File: config.mk
export PLATFORM = sky130hd
export DESIGN_NAME = aes_dec_ctrl
export DESIGN_NICKNAME = d
export VERILOG_FILES = /design/src/rtl/aes_dec_pkg.sv /design/src/rtl/aes_dec_ctrl.sv
export SDC_FILE = /design/constraint.sdc
export NUM_CORES = 1
export LEC_CHECK = 0
export BUFFER_PORTS_ARGS = -buffer_cell sky130_fd_sc_hd__buf_2
export CORE_AREA = 4 4 302 304
export DETAILED_ROUTE_END_ITERATION = 8
export DIE_AREA = 0 0 306 308
export GPL_ROUTABILITY_DRIVEN = 0
export PLACE_DENSITY = 0.4
export SYNTH_ARGS = -nofsm -noshare
export SYNTH_HDL_FRONTEND = slang
export SYNTH_SLANG_ARGS = --single-unit
File: constraint.sdc
create_clock -name clk -period 2.1 [get_ports clk]
set_clock_uncertainty 0.1 [all_clocks]
set_input_delay 0.315 -clock clk [delete_from_list [all_inputs] [get_ports clk]]
set_output_delay 0.315 -clock clk [all_outputs]
set_load 0.005 [all_outputs]
File: src/rtl/aes_dec_pkg.sv
// Shared types and constants for the iterative AES-128 decryption sequencer.
package aes_dec_pkg;
  localparam int NR  = 10;
  localparam int KIW = 4;

  typedef logic [15:0][7:0] block_t;
  typedef logic [KIW-1:0]   kidx_t;

  typedef enum logic [1:0] {
    S_IDLE,
    S_ROUND,
    S_FINAL,
    S_DONE
  } state_e;

  localparam kidx_t KI_LAST = kidx_t'(NR);
endpackage

File: src/rtl/aes_dec_ctrl.sv
// Iterative AES-128 decryption sequencer: drives an external inverse-round
// datapath NR times, then applies the last AddRoundKey into the output register.
module aes_dec_ctrl
  import aes_dec_pkg::*;
(
  input  logic   clk,
  input  logic   rst_n,
  input  logic   in_valid,
  output logic   in_ready,
  input  block_t in_data,
  output logic   out_valid,
  input  logic   out_ready,
  output block_t out_data,
  input  logic   abort,
  output logic   busy,
  output kidx_t  rk_idx,
  input  block_t rk_data,
  output block_t rd_data,
  output block_t rd_key,
  output logic   rd_skip_mix,
  input  block_t rd_out
);

  state_e r_state, w_next;
  block_t r_st, r_out;
  kidx_t  r_rnd;
  logic   w_abort;

  // abort only matters once a block is in flight; in IDLE it must not block an accept
  assign w_abort = abort && (r_state != S_IDLE);

  always_ff @(posedge clk or negedge rst_n) begin
    if (!rst_n) r_state <= S_IDLE;
    else        r_state <= w_next;
  end

  always_comb begin
    w_next = r_state;
    case (r_state)
      S_IDLE:  if (in_valid) w_next = S_ROUND;
      S_ROUND: if (r_rnd == kidx_t'(1)) w_next = S_FINAL;
      S_FINAL: w_next = S_DONE;
      S_DONE:  if (out_ready) w_next = S_IDLE;
      default: w_next = S_IDLE;
    endcase
    if (w_abort) w_next = S_IDLE;
  end

  always_comb begin
    in_ready    = (r_state == S_IDLE);
    busy        = (r_state != S_IDLE);
    out_valid   = (r_state == S_DONE);
    rk_idx      = KI_LAST;
    rd_skip_mix = 1'b0;
    case (r_state)
      S_ROUND: begin
        rk_idx      = r_rnd;
        rd_skip_mix = (r_rnd == KI_LAST);
      end
      S_FINAL: rk_idx = '0;
      default: rk_idx = KI_LAST;
    endcase
  end

  // Block state, round counter and plaintext register; all frozen by abort.
  always_ff @(posedge clk or negedge rst_n) begin
    if (!rst_n) begin
      r_st  <= '0;
      r_rnd <= '0;
      r_out <= '0;
    end else if (!w_abort) begin
      case (r_state)
        S_IDLE: if (in_valid) begin
          r_st  <= in_data;
          r_rnd <= KI_LAST;
        end
        S_ROUND: begin
          r_st <= rd_out;
          if (r_rnd != kidx_t'(1)) r_rnd <= r_rnd - kidx_t'(1);
        end
        S_FINAL: r_out <= r_st ^ rk_data;
        default: ;
      endcase
    end
  end

  assign rd_data  = r_st;
  assign rd_key   = rk_data;
  assign out_data = r_out;

endmodule

==> flow_metrics.tcl <==
set metrics [dict create \
    syn_area_um2 13650 \
    grt_setup_unrepaired "true" \
    report.power.total_mw 30.88 \
    num_vias 13875 \
    hold_viol_final 0 \
    syn_nets 1707 \
    cts_made_buffers 34 \
    synth_edf_count 0 \
    grt_pass1_vias 15171 \
    maxSlewViolCount 0 \
    peakVddDrop_mv 0.4665 \
    r2r_slack_ns -0.01 \
    synth_top_flop_cell "dfrtp_1" \
    yosys.area.top_type "dfrtp_1" \
    clock-sinks 262 \
    die_h_um 308 \
    ys_seq_area_share_pct 48.03 \
    ff_latch_area_um2 6556 \
    cp-end-kind "flip-flop" \
    worst_ep_arrival_time_ns 2.42 \
    rows 109 \
    dp_cells 3128 \
    period_needed_ns 2.114 \
    hpwl_um 50420 \
    grt_pass1_wl_um 95880 \
    crit_path_start "r_state[0]" \
    drtAntennaViolNets 0 \
    fp.dieW_um 306 \
    fillers 9382 \
    netlist.area_leader.share_pct 48.03 \
    cts_tree "built" \
    synth_seq_cells 262 \
    drc_errors 0 \
    post-route-period-util_pct 100.7 \
    path_max_fanout 40 \
    endpoint "rd_data[10]" \
    fin_cells 3483 \
    status "finished with violations" \
    ff2ff_path_depth 7 \
    drive_gt1_share_pct 44.73 \
    routed_wl_um 66250 \
    multi_input_area_um2 5660 \
    max-cap-violations 0 \
    netlist_instances 1311 \
    root_buffer "clkbuf_16" \
    grt_antenna_before_repair 5 \
    yosysMostFrequentCell "a21oi_1" \
    area_growth_pct 66.55 \
    violations "setup timing" \
    grt_max_degree 67 \
    start_util_pct 15.47 \
    clkTransAtPathRegs_ns 0.06 \
    finalSetupViolations 1 \
    worstHoldPathType "primary input to flip-flop" \
    p_leak_nw 10.02 \
    dpl_cell_area_um2 18620 \
    ys_warn_count 0 \
    cts_buffer_depth 3 \
    synthArstFlopShare_pct 100.0 \
    synthTopCellsByCount "a21oi_1, dfrtp_1, buf_4" \
    worstReg2RegEnd "rd_data[10]" \
    core_area_um2 88240 \
    place_worst_setup_slack_ns 0.1705 \
    final_nets 2691 \
    ys_top_cells_by_area "dfrtp_1, a21oi_1, mux2i_1" \
    vias_per_cell 3.984 \
    htree_num_levels 2 \
    clk_latency_ns 0.53 \
    drt_iter0_drc 504 \
    fmax_ghz 0.4731 \
    slew_headroom_pct 59.44 \
    gr-usage-all-layers_pct 13.32 \
    fp.dieArea_um2 94250 \
    start_kind "flip-flop" \
    pwr_density_cell_nw_per_um2 1358 \
    critical_path_class "flip-flop to flip-flop" \
    avgSynthCellArea_um2 10.41 \
    worstPathRequired_ns 2.41 \
    worst_slew_pin_slew_ns 0.6083 \
    reg2reg_from "r_state[0]" \
    numPortBuffers 780 \
    grt-ovfl-total 0 \
    synth_cell_type_count 32 \
    fin_ws_ns -0.01372 \
    pin_count 781 \
    avgRoutedWirePerCell_um 19.02 \
    final_area_um2 22740 \
    drt_pass1_iterations 5 \
]
## repair_timing
item / 4_1_cts / 5_1_grt
endpoints found under the setup margin: 6 / 7
hold buffers: 290 / 0
cloned: 1 / 0
pin swaps: 4 / 1
buffers inserted: 5 / 0
hold endpoints to repair: 252 / 0
gates resized for setup: 10 / 2
## state kept, by name, summed over array words and instances, names as in the netlist
signal,cells
out_data,128
rd_data,128
r_rnd,4
r_state,2
## metrics by stage
stage	TNS, ns	hold slack, ns	util [%]
after floorplan	0	-0.08059	-
after global placement	0	0.2125	21.10
after detailed placement	0	0.2142	21.10
after CTS	-0.002775	0.0003622	25.75
after global routing	-0.06320	0.01601	25.76
final	-0.01372	0.03727	25.77
## where the power goes
part	switching (mW)	total, mW	internal, mW	leakage (nW)
registers	2.22	9.81	7.60	2.89
logic	8.06	15.2	7.16	6.59
clock network	2.27	5.84	3.57	0.546
total	12.6	30.9	18.3	10.0
## how the worst min path moves through the flow
stage,from,to,depth (start not counted)
global route,in_data[3],rd_data[3],3
finish,in_data[63],rd_data[63],3
global placement,rst_n,out_data[101],1
detailed placement,rst_n,out_data[80],1
floorplan,rst_n,out_data[0],0
CTS,in_data[63],rd_data[63],3
## area by class of cell
type | instances | area share, %
diodes | 2 | 0.02201
clock inverters | 8 | 0.3962
flip-flops and latches | 262 | 28.84
clock buffers | 49 | 4.447
multi-input cells | 808 | 24.90
inverters | 9 | 0.1486
well taps | 1165 | 6.411
repair buffers | 1180 | 34.84
## worst max-delay path, cell delays in order (launching register included)
cell and delay [ns]:
dfrtp_1 0.37, buf_6 0.12, ha_4 0.14, buf_4 0.15, buf_12 0.23, mux2i_1 0.45, buf_4 0.21, a21oi_1 0.06
## per-layer routing
| layer | up-vias | track usage (%) | wire length (µm) |
|---|---|---|---|
| li1 | 6432 | - | - |
| met1 | 6743 | 15.52 | 26230 |
| met2 | 566 | 23.29 | 33080 |
| met3 | 132 | 3.166 | 4184 |
| met4 | 2 | 5.876 | 2742 |
| met5 | - | 0 | 14 |
## cell usage in the layout (no fill, tap or decap), types with 6 or more instances in the layout
cell type	count
xnor2_1	128
mux2i_1	129
dfrtp_1	262
nor3_1	130
dlygate4sd3_1	290
buf_4	88
buf_12	20
a21oi_2	80
a21oi_1	304
clkbuf_1	8
clkbuf_16	37
clkinv_2	6
inv_1	6
buf_2	779
## kinds of logic after synthesis
logic type	Yosys count	share of synthesized area (%)
muxes	130	9.533
DFF	262	48.03
xor gates and xnor gates	128	8.213
and+or+nand+nor	147	5.600
buffers and inverters	241	11.05
adders and majority gates	7	0.6416
AOI/OAI and AO/OA	396	16.93
Note: power is estimated with default switching activity, not from simulation.
